===== src/rtl/hazard_stall_ctrl_pkg.sv =====
// Shared definitions for the DLX decode-stage sequencing controller and the
// decoder that feeds it.
package hazard_stall_ctrl_pkg;

  localparam int REG_W = 5;
  typedef logic [0:REG_W-1] reg_id_t;

  // Encoding loaded into a pipeline register to make it a bubble.
  localparam logic [0:31] NOP_INSN = 32'h5400_0000;

  // Writeback data source selected by the decoder; DIN_MEM marks a load.
  typedef enum logic [1:0] {
    DIN_ALU = 2'b00,
    DIN_PC  = 2'b01,
    DIN_FPU = 2'b10,
    DIN_MEM = 2'b11
  } din_src_e;

  typedef enum logic [1:0] {
    JMP_NONE   = 2'b00,
    JMP_BEQZ   = 2'b01,
    JMP_BNEZ   = 2'b10,
    JMP_UNCOND = 2'b11
  } jump_type_e;

  typedef enum logic [3:0] {
    ALU_ADD = 4'h0,
    ALU_SUB = 4'h1,
    ALU_AND = 4'h2,
    ALU_OR  = 4'h3,
    ALU_XOR = 4'h4,
    ALU_SLL = 4'h5,
    ALU_SRL = 4'h6,
    ALU_SRA = 4'h7,
    ALU_SLT = 4'h8,
    ALU_SEQ = 4'h9
  } alu_op_e;

  localparam int FPU_LAT_DEF = 5;
  localparam int CNT_W_DEF   = 4;

  // What the controller remembers about the instruction now in EX.
  typedef struct packed {
    logic    valid;
    reg_id_t dest;
    logic    fp;
    logic    regwe;
    logic    load;
  } ex_slot_t;

endpackage


===== src/rtl/hazard_stall_ctrl_if.sv =====
// Decode-stage register-use fields in, pipeline sequencing controls out.
interface hazard_stall_ctrl_if;
  import hazard_stall_ctrl_pkg::*;

  logic    id_valid;
  reg_id_t id_rs1;
  logic    id_rs1_fp;
  logic    id_rs1_used;
  reg_id_t id_rs2;
  logic    id_rs2_fp;
  logic    id_rs2_used;
  reg_id_t id_dest;
  logic    id_dest_fp;
  logic    id_regwe;
  logic    id_load;
  logic    id_long;
  logic    ex_branch_taken;

  logic    stall;
  logic    bubble_ex;
  logic    flush_id;
  logic    fpu_busy;
  logic    fpu_done;

  // Decoder / pipeline side.
  modport master (
    output id_valid, id_rs1, id_rs1_fp, id_rs1_used, id_rs2, id_rs2_fp,
           id_rs2_used, id_dest, id_dest_fp, id_regwe, id_load, id_long,
           ex_branch_taken,
    input  stall, bubble_ex, flush_id, fpu_busy, fpu_done
  );

  // Controller side.
  modport slave (
    input  id_valid, id_rs1, id_rs1_fp, id_rs1_used, id_rs2, id_rs2_fp,
           id_rs2_used, id_dest, id_dest_fp, id_regwe, id_load, id_long,
           ex_branch_taken,
    output stall, bubble_ex, flush_id, fpu_busy, fpu_done
  );

endinterface


===== src/rtl/hazard_stall_ctrl_reg_match.sv =====
// Register-identity comparator: same number and same file (GPR/FPR).
// GPR R0 is hardwired to zero and never carries a dependency; F0 does.
module hazard_stall_ctrl_reg_match
  import hazard_stall_ctrl_pkg::*;
(
  input  reg_id_t r,
  input  logic    fp,
  input  reg_id_t d,
  input  logic    dfp,
  output logic    match
);

  assign match = (r == d) && (fp == dfp) && !(!fp && (r == '0));

endmodule


===== src/rtl/hazard_stall_ctrl.sv =====
// Load-use, long-FPU RAW/WAW and FPU structural hazard detection for the
// 5-stage DLX pipeline, plus branch flush. MEM/WB forwarding lives in the
// datapath, so only the cases forwarding cannot cover are stalled here.
module hazard_stall_ctrl
  import hazard_stall_ctrl_pkg::*;
#(
  parameter int FPU_LAT = FPU_LAT_DEF,
  parameter int CNT_W   = CNT_W_DEF
) (
  input  logic               clk,
  input  logic               reset,
  hazard_stall_ctrl_if.slave bus
);

  ex_slot_t         ex_q;
  logic [CNT_W-1:0] lo_cnt;
  reg_id_t          lo_dest;
  logic             lo_fp;

  logic rs1_ex, rs2_ex, rs1_lo, rs2_lo, dest_lo;
  // Single-cycle writes retire in order, so ID-vs-EX destination overlap is
  // never a hazard; the comparison is kept only for the symmetric layout.
  logic dest_ex_unused;

  logic load_use, lo_active, long_hz, hz, issue;

  hazard_stall_ctrl_reg_match u_rs1_ex (.r(bus.id_rs1), .fp(bus.id_rs1_fp),
    .d(ex_q.dest), .dfp(ex_q.fp), .match(rs1_ex));
  hazard_stall_ctrl_reg_match u_rs2_ex (.r(bus.id_rs2), .fp(bus.id_rs2_fp),
    .d(ex_q.dest), .dfp(ex_q.fp), .match(rs2_ex));
  hazard_stall_ctrl_reg_match u_dest_ex (.r(bus.id_dest), .fp(bus.id_dest_fp),
    .d(ex_q.dest), .dfp(ex_q.fp), .match(dest_ex_unused));
  hazard_stall_ctrl_reg_match u_rs1_lo (.r(bus.id_rs1), .fp(bus.id_rs1_fp),
    .d(lo_dest), .dfp(lo_fp), .match(rs1_lo));
  hazard_stall_ctrl_reg_match u_rs2_lo (.r(bus.id_rs2), .fp(bus.id_rs2_fp),
    .d(lo_dest), .dfp(lo_fp), .match(rs2_lo));
  hazard_stall_ctrl_reg_match u_dest_lo (.r(bus.id_dest), .fp(bus.id_dest_fp),
    .d(lo_dest), .dfp(lo_fp), .match(dest_lo));

  // Hazard detection and the stall / bubble / flush controls.
  always_comb begin
    // NOTE: every always_comb output gets a default first so no path can infer a latch.
    load_use      = 1'b0;
    long_hz       = 1'b0;
    lo_active     = (lo_cnt != '0);
    hz            = 1'b0;
    issue         = 1'b0;
    bus.stall     = 1'b0;
    bus.bubble_ex = 1'b0;
    bus.flush_id  = 1'b0;

    load_use = ex_q.valid && ex_q.load && ex_q.regwe &&
               ((bus.id_rs1_used && rs1_ex) || (bus.id_rs2_used && rs2_ex));
    long_hz  = lo_active &&
               (bus.id_long ||
                (bus.id_rs1_used && rs1_lo) || (bus.id_rs2_used && rs2_lo) ||
                (bus.id_regwe && dest_lo));
    hz       = bus.id_valid && (load_use || long_hz);

    // A taken branch kills ID, so it overrides any hazard stall.
    bus.stall     = hz && !bus.ex_branch_taken;
    bus.flush_id  = bus.ex_branch_taken;
    bus.bubble_ex = hz || bus.ex_branch_taken;
    issue         = bus.id_valid && !bus.stall && !bus.ex_branch_taken;
  end

  // EX tracker and long-op occupancy counter.
  always_ff @(posedge clk or posedge reset) begin
    // NOTE: asynchronous reset clears the counter, so an in-flight long op is dropped with no fpu_done.
    if (reset) begin
      ex_q         <= '0;
      lo_cnt       <= '0;
      lo_dest      <= '0;
      lo_fp        <= 1'b0;
      bus.fpu_busy <= 1'b0;
      bus.fpu_done <= 1'b0;
    end else begin
      // NOTE: non-blocking assignments so every register samples pre-edge values.
      ex_q.valid   <= issue;
      bus.fpu_done <= 1'b0;
      if (issue) begin
        ex_q.dest  <= bus.id_dest;
        ex_q.fp    <= bus.id_dest_fp;
        ex_q.regwe <= bus.id_regwe;
        ex_q.load  <= bus.id_load;
      end

      if (issue && bus.id_long) begin
        lo_cnt       <= CNT_W'(FPU_LAT - 1);
        lo_dest      <= bus.id_dest;
        lo_fp        <= bus.id_dest_fp;
        bus.fpu_busy <= 1'b1;
      end else if (lo_cnt != '0) begin
        lo_cnt <= lo_cnt - CNT_W'(1);
        if (lo_cnt == CNT_W'(1)) begin
          bus.fpu_busy <= 1'b0;
          bus.fpu_done <= 1'b1;
        end
      end
    end
  end

endmodule


===== src/flat_wrapper.sv =====
// flat-port wrapper written by rule: the top's interface ports become plain ports
module hazard_stall_ctrl_flat import hazard_stall_ctrl_pkg::*;
#(
  parameter int FPU_LAT = FPU_LAT_DEF,
  parameter int CNT_W   = CNT_W_DEF
)
  (clk, reset, bus_id_valid, bus_id_rs1, bus_id_rs1_fp, bus_id_rs1_used, bus_id_rs2, bus_id_rs2_fp, bus_id_rs2_used, bus_id_dest, bus_id_dest_fp, bus_id_regwe, bus_id_load, bus_id_long, bus_ex_branch_taken, bus_stall, bus_bubble_ex, bus_flush_id, bus_fpu_busy, bus_fpu_done);
  hazard_stall_ctrl_if bus_i ();
  input  logic clk;
  input  logic reset;
  input wire logic [$bits(bus_i.id_valid)-1:0] bus_id_valid;
  input wire logic [$bits(bus_i.id_rs1)-1:0] bus_id_rs1;
  input wire logic [$bits(bus_i.id_rs1_fp)-1:0] bus_id_rs1_fp;
  input wire logic [$bits(bus_i.id_rs1_used)-1:0] bus_id_rs1_used;
  input wire logic [$bits(bus_i.id_rs2)-1:0] bus_id_rs2;
  input wire logic [$bits(bus_i.id_rs2_fp)-1:0] bus_id_rs2_fp;
  input wire logic [$bits(bus_i.id_rs2_used)-1:0] bus_id_rs2_used;
  input wire logic [$bits(bus_i.id_dest)-1:0] bus_id_dest;
  input wire logic [$bits(bus_i.id_dest_fp)-1:0] bus_id_dest_fp;
  input wire logic [$bits(bus_i.id_regwe)-1:0] bus_id_regwe;
  input wire logic [$bits(bus_i.id_load)-1:0] bus_id_load;
  input wire logic [$bits(bus_i.id_long)-1:0] bus_id_long;
  input wire logic [$bits(bus_i.ex_branch_taken)-1:0] bus_ex_branch_taken;
  output wire logic [$bits(bus_i.stall)-1:0] bus_stall;
  output wire logic [$bits(bus_i.bubble_ex)-1:0] bus_bubble_ex;
  output wire logic [$bits(bus_i.flush_id)-1:0] bus_flush_id;
  output wire logic [$bits(bus_i.fpu_busy)-1:0] bus_fpu_busy;
  output wire logic [$bits(bus_i.fpu_done)-1:0] bus_fpu_done;
  assign bus_i.id_valid = bus_id_valid;
  assign bus_i.id_rs1 = bus_id_rs1;
  assign bus_i.id_rs1_fp = bus_id_rs1_fp;
  assign bus_i.id_rs1_used = bus_id_rs1_used;
  assign bus_i.id_rs2 = bus_id_rs2;
  assign bus_i.id_rs2_fp = bus_id_rs2_fp;
  assign bus_i.id_rs2_used = bus_id_rs2_used;
  assign bus_i.id_dest = bus_id_dest;
  assign bus_i.id_dest_fp = bus_id_dest_fp;
  assign bus_i.id_regwe = bus_id_regwe;
  assign bus_i.id_load = bus_id_load;
  assign bus_i.id_long = bus_id_long;
  assign bus_i.ex_branch_taken = bus_ex_branch_taken;
  assign bus_stall = bus_i.stall;
  assign bus_bubble_ex = bus_i.bubble_ex;
  assign bus_flush_id = bus_i.flush_id;
  assign bus_fpu_busy = bus_i.fpu_busy;
  assign bus_fpu_done = bus_i.fpu_done;
  hazard_stall_ctrl #(.FPU_LAT(FPU_LAT), .CNT_W(CNT_W)) u_core (.clk(clk), .reset(reset), .bus(bus_i));
endmodule

===== config.mk =====
export PLATFORM = sky130hd
export DESIGN_NAME = hazard_stall_ctrl_flat
export DESIGN_NICKNAME = d
export VERILOG_FILES = /design/src/rtl/hazard_stall_ctrl_pkg.sv /design/src/rtl/hazard_stall_ctrl_if.sv /design/src/rtl/hazard_stall_ctrl_reg_match.sv /design/src/rtl/hazard_stall_ctrl.sv /design/src/flat_wrapper.sv
export SDC_FILE = /design/constraint.sdc
export NUM_CORES = 1
export LEC_CHECK = 0
export CAP_MARGIN = 40
export CELL_PAD_IN_SITES_DETAIL_PLACEMENT = 1
export CELL_PAD_IN_SITES_GLOBAL_PLACEMENT = 2
export CORE_UTILIZATION = 34
export CTS_BUF_LIST = sky130_fd_sc_hd__clkbuf_16
export CTS_CLUSTER_DIAMETER = 50
export CTS_CLUSTER_SIZE = 12
export DETAILED_ROUTE_END_ITERATION = 10
export PLACE_DENSITY = 0.91
export SYNTH_ARGS = -nofsm -noshare
export SYNTH_HDL_FRONTEND = slang
export SYNTH_SLANG_ARGS = --single-unit

===== constraint.sdc =====
create_clock -name clk -period 5.06 [get_ports clk]
set_input_delay 0.759 -clock clk [delete_from_list [all_inputs] [get_ports clk]]
set_output_delay 0.759 -clock clk [all_outputs]
set_load 0.02 [all_outputs]

After elaboration in Yosys (flattened, before gate mapping). Cells that the tools add are included.

Output and inout bits: 5. Memory bits (read-only): 0. Latch bits: 0. Input bits: 27. RAM bits: 0. Logic and storage cells: 78. Memories: 0. Bits in registers: 21.

$mul: 0. Div/mod/pow operators: 0. Reduce and logical (&&, ||, !) cells: 48. Bitwise operators: 0. Shift operators: 0. Muxes and demuxes: 8. $lt $le $gt $ge: 0. Eq/ne operators: 11. Add/subtract/negate cells: 1.

Operator list (number): 1-bit logical AND (27); 5-bit equality test (5); 5-bit zero test (3); 1-bit zero test (8); 4-bit 2-to-1 mux (2); 1-bit logical OR (6); 1-bit 2-to-1 mux (6); 1-bit equality test (5); 4-bit by 1-bit equality test with 1-bit output (second input constant) (1); 2-bit nonzero test (2); 4-bit nonzero test (1); 4-bit by 1-bit subtractor with 4-bit output (second input constant) (1); 2-bit AND reduction (1).

Depth between registers and ports, before layout.
Depth in word-level cells: 18. Depth in mapped cells: 6. Gate-level depth less buffers: 6.

Modules after synthesis. A second synthesis with hierarchy kept.

Cell total of the unflattened synthesis: 124. Area, all modules: 1338.8 um^2.

Modules (own cells, without submodules): hazard_stall_ctrl (cells an instance 69, area each 944.7 um^2, instances 1, seq. area each 525.5 um^2); hazard_stall_ctrl_reg_match (cells an instance 11, area each 78.8 um^2, instances 5, seq. area each 0.0 um^2).

Worst setup path after synthesis. Ideal clock, no wire load.

Path kind: input -> output. From: input port bus_id_rs2[0]. To: output port bus_bubble_ex. Stages: 6. Buffers on the path: 0. Setup slack: 2.082 ns. Arrival time: 2.219 ns. Data required time: 4.301 ns. Cells stage by stage: or4_1 -> o31ai_2 -> nor4_1 -> o31ai_4 -> nand2_1 -> a21o_1.

Word-level cells in the longest chain between the ends: 11. Elaborated cells on any way between the ends: 19. Classes of those cells: 2 x eq/ne; 17 x reduce/logical.

Ends and longest elaborated chain: start, declared (RTL line flat_wrapper.sv:15) `input wire logic [$bits(bus_i.id_rs2)-1:0] bus_id_rs2;`; 5-bit zero test (RTL line hazard_stall_ctrl_reg_match.sv:13) `assign match = (r == d) && (fp == dfp) && !(!fp && (r == '0));`; 1-bit logical AND (RTL line hazard_stall_ctrl_reg_match.sv:13); 1-bit zero test (RTL line hazard_stall_ctrl_reg_match.sv:13); 1-bit logical AND (RTL line hazard_stall_ctrl_reg_match.sv:13); 1-bit logical AND (RTL line hazard_stall_ctrl.sv:56) `(bus.id_rs1_used && rs1_lo) || (bus.id_rs2_used && rs2_lo) ||`; 1-bit logical OR (2 in a row) (RTL line hazard_stall_ctrl.sv:56); 1-bit logical AND (RTL line hazard_stall_ctrl.sv:54) `long_hz = lo_active &&`; 1-bit logical OR (*) (RTL line hazard_stall_ctrl.sv:58) `hz = bus.id_valid && (load_use || long_hz);`; 1-bit logical AND (*) (RTL line hazard_stall_ctrl.sv:58); 1-bit logical OR (*) (RTL line hazard_stall_ctrl.sv:63) `bus.bubble_ex = hz || bus.ex_branch_taken;`; end, declared (RTL line flat_wrapper.sv:25) `output wire logic [$bits(bus_i.bubble_ex)-1:0] bus_bubble_ex;`.

Every way passes the cells marked *; elsewhere a longest branch is shown, timed or not.

Worst setup path in the final report.
From: input port bus_id_dest[3]. To: output port bus_bubble_ex.

Word-level cells in the longest chain between the ends: 10. Elaborated cells on any way between the ends: 12. Classes of those cells: 1 x eq/ne; 11 x reduce/logical.

Ends and longest elaborated chain: start, declared (RTL line flat_wrapper.sv:18) `input wire logic [$bits(bus_i.id_dest)-1:0] bus_id_dest;`; 5-bit zero test; 1-bit logical AND; 1-bit zero test; 1-bit logical AND (*) (RTL line hazard_stall_ctrl_reg_match.sv:13); 1-bit logical AND (*) (RTL line hazard_stall_ctrl.sv:57) `(bus.id_regwe && dest_lo));`; 1-bit logical OR (*) (RTL line hazard_stall_ctrl.sv:56); 1-bit logical AND (*) (RTL line hazard_stall_ctrl.sv:54); 1-bit logical OR (*) (RTL line hazard_stall_ctrl.sv:58); 1-bit logical AND (*) (RTL line hazard_stall_ctrl.sv:58); 1-bit logical OR (*) (RTL line hazard_stall_ctrl.sv:63).

Marked as above.

==> impl_results.md <==
- Register area share after synthesis: 37.7%
- Dominant cell type by count on the critical path: clkdlybuf4s50_1
- Number of filler instances in the final layout: 420
- TritonCTS buffer count: 3
- Leakage Power: 0.769 nW
- Via density per instance: 5.11
- Max incr delay on CP: 580 ps
- Cell row count: 22
- Commonest register cell after synthesis: dfrtp_1
- Last weighted congestion value of the routability-driven placer: 0.814
- Net count after synthesis: 150
- # hold bufs at CTS: 0
- Later-pin clock latency in the skew report: 250 ps
- Final setup violation count: 0
- Number of warnings issued by yosys: 0
- Max Fanout on Critical Path: 4
- Critical Path Source Type: input port
- Total overflow reported by the global router: 0
- Placeable Area: 0.00380 mm2
- Post-Synthesis Cells: 121
- Power per standard cell area: 465 mW/mm2
- Max_slew headroom: 47.7%
- Clock edge transition at the registers on the reported setup and hold paths: 50 ps
- All-layer global routing usage: 17.2%
- Cell type of the slowest stage on the worst timing path: or4_1
- Max Cap Viol: 0
- Total number of clock tree sinks: 21
- Number of enable flip-flop cells after synthesis: 0
- Netlist cell types: 33
- Final setup margin: 909 ps
- Starting DRT DRC Count: 62
- Required time worst endpoint: 4300 ps
- Post-detailed-route DRC marker count: 0
- Crit path DAT: 3390 ps
- Worst hold margin: 506 ps
- Clock Power Share: 19.0%
- Top cells by area, synth: dfrtp_1 38%, xnor2_1 16%, mux2_4 15%
- Fraction of registers with async set or reset after synthesis: 100%
- Vertical die dimension: 66.0 um
- Final hold vios: 0
- Fraction of the core area covered by cells at the end of the flow: 48.2%
- Count of buffers inserted at the top-level ports: 31
- Fraction of layout cells with a size suffix above 1: 16.2%
- Count of pins over their slew limit: 0
- Pre-CTS setup slack: 1020 ps
- Post_cts resized: 0
- Mean routed wirelength per cell: 16.7 um
- Unrepaired setup endpoints after global routing: false
- Wire length of the first global-routing pass: 5560 um
- Endpoint kind of the worst setup timing path: primary output
- Final period demand of the worst path: 4150 ps
- Post-Syn Area: 0.00139 mm2
- Post-Route Skew: 3.49 ps
- Crit-path cells: clkdlybuf4s50_1, or4_1, o21ai_0, a211oi_1, o31ai_4, nand2_1, a21o_1, clkdlybuf4s50_1
- Vias in the first global route: 1153
- Sw frac: 34.5%
- Number of vias after detailed routing: 1032
- Clk buf depth: 2
- Area delta synth->final: 31.4%
- Post-synthesis register bit count: 21
- Number of antenna violations at the first check in global routing: 0
- Register-to-register setup slack: 2980 ps
- Mean instance size in the synthesized netlist: 11.5 um2
- Achievable frequency: 0.241 GHz
- Result of the run: complete, no violations
- Antenna Nets Post-Route: 0
- Worst min path class: reg2reg
- Proportion of power drawn by flip-flops and latches: 39.4%
- Total Die Area: 0.00436 mm2
- Total number of nets in the final design: 184
- H-tree levels: 1
- Crit share post-route: 82.0%
- First-pass DRT Iterations: 4
- Die boundary width: 66.0 um
- Post-detailed-placement half-perimeter wirelength: 2730 um
- Number of top-level pins: 32
- Initial Utilization: 36.7%
- Critical setup path kind: in2out
- Setup total negative slack: 0 ps
- Area fraction of the dominant cell type after synthesis: 37.7%
- Clock Root Buffer: clkbuf_16
- Cell internal pwr: 0.000557 W
- Top cell type by total area after synthesis: dfrtp_1
- Tightest Pin Transition: 784 ps
- CTS tree: done
- Design Power: 0.000851 W
- Net switching power: 0.000294 W
- Total wirelength of the detailed-routed design: 3380 um
- Combinational group share of total power: 41.7%
- Diodes inserted: 0
- Worst vdd ir: 0.311 mV
- Post-CTS repair timing setup buffer count: 0
- Pin count of the biggest net entering global routing: 22
registers in the layout, summed over array words and instances, names as in the netlist:
register / count
u_core.lo_cnt: 4
u_core.lo_fp: 1
u_core.bus.fpu_busy: 1
u_core.bus.fpu_done: 1
u_core.ex_q: 9
u_core.lo_dest: 5
final cells by class:
class                   count  area [um2]  area share (%)
inverters                   6        22.5            1.23
repair buffers             31         310            16.9
flip-flops and latches     21         526            28.7
multi-input cells          92         835            45.6
well taps                  48        60.1            3.28
clock buffers               3        75.1            4.10
clock inverters             1        3.75           0.205
kinds of logic after synthesis:
kind of cell    share of synthesized area [%]
simple gates                             15.4
xor+xnor                                 18.9
flops                                    37.7
mux                                      15.1
compound gates                           8.80
buf+inv                                  2.42
fa+ha+maj                                1.80
Yosys cell counts, drive strengths merged, types with 2 or more instances:
| library cell | n |
|---|---|
| nand3 | 3 |
| nand2 | 6 |
| xor2 | 4 |
| inv | 6 |
| ha | 2 |
| xnor2 | 26 |
| a21o | 3 |
| or4 | 3 |
| a21oi | 3 |
| nor3 | 4 |
| o31ai | 3 |
| dfrtp | 21 |
| nand4 | 5 |
| mux2 | 14 |
| nor2 | 6 |
per-stage QoR:
step | cells | instance area, um2
global placement | 198 | 1750
global route | 202 | 1830
floorplan | 121 | 1390
detailed placement | 198 | 1750
finish | 202 | 1830
CTS | 202 | 1830
routing by layer:
metal,share of wire [%],global-route usage (%),up-vias
met3,2.9,1.72,4
met5,0,0,-
met2,50,30.7,22
met4,0.86,4.26,0
li1,-,-,491
met1,46,21.8,515
worst max-delay path: cells and delay by family:
| family | cells | cell delay [ps] |
|---|---|---|
| buf+inv | 2 | 1030 |
| simple gates | 2 | 680 |
| compound gates | 4 | 930 |
power groups by stage:
| stage | Combinational [W] | Sequential [W] | Clock, W |
|---|---|---|---|
| floorplan | 0.000268 | 0.000311 | 0 |
| global placement | 0.000340 | 0.000330 | 0 |
| detailed placement | 0.000355 | 0.000338 | 0 |
| CTS | 0.000360 | 0.000335 | 0.000162 |
| global route | 0.000390 | 0.000348 | 0.000171 |
| finish | 0.000355 | 0.000335 | 0.000161 |
final timing paths:
path | from | end | cells past startpoint
max | bus_id_dest[3] | bus_bubble_ex | 8
min | u_core.ex_q[0] | u_core.ex_q[0] | 1
max reg2reg | u_core.lo_fp | u_core.ex_q[3] | 6
min reg2reg | u_core.ex_q[0] | u_core.ex_q[0] | 1
max in group asynchronous | reset | u_core.ex_q[7] | 2
min in group asynchronous | reset | u_core.bus.fpu_busy | 2
cell usage in the layout, fill, tap and decap left out, drive strengths merged, types with 4 or more instances in the layout:
cell and n:
nand4 5, nor3 4, inv 7, nand2 6, xnor2 26, clkdlybuf4s50 31, nor2 6, mux2 14
xor2 4, dfrtp 21
Note: power is estimated with default switching activity, not from simulation.
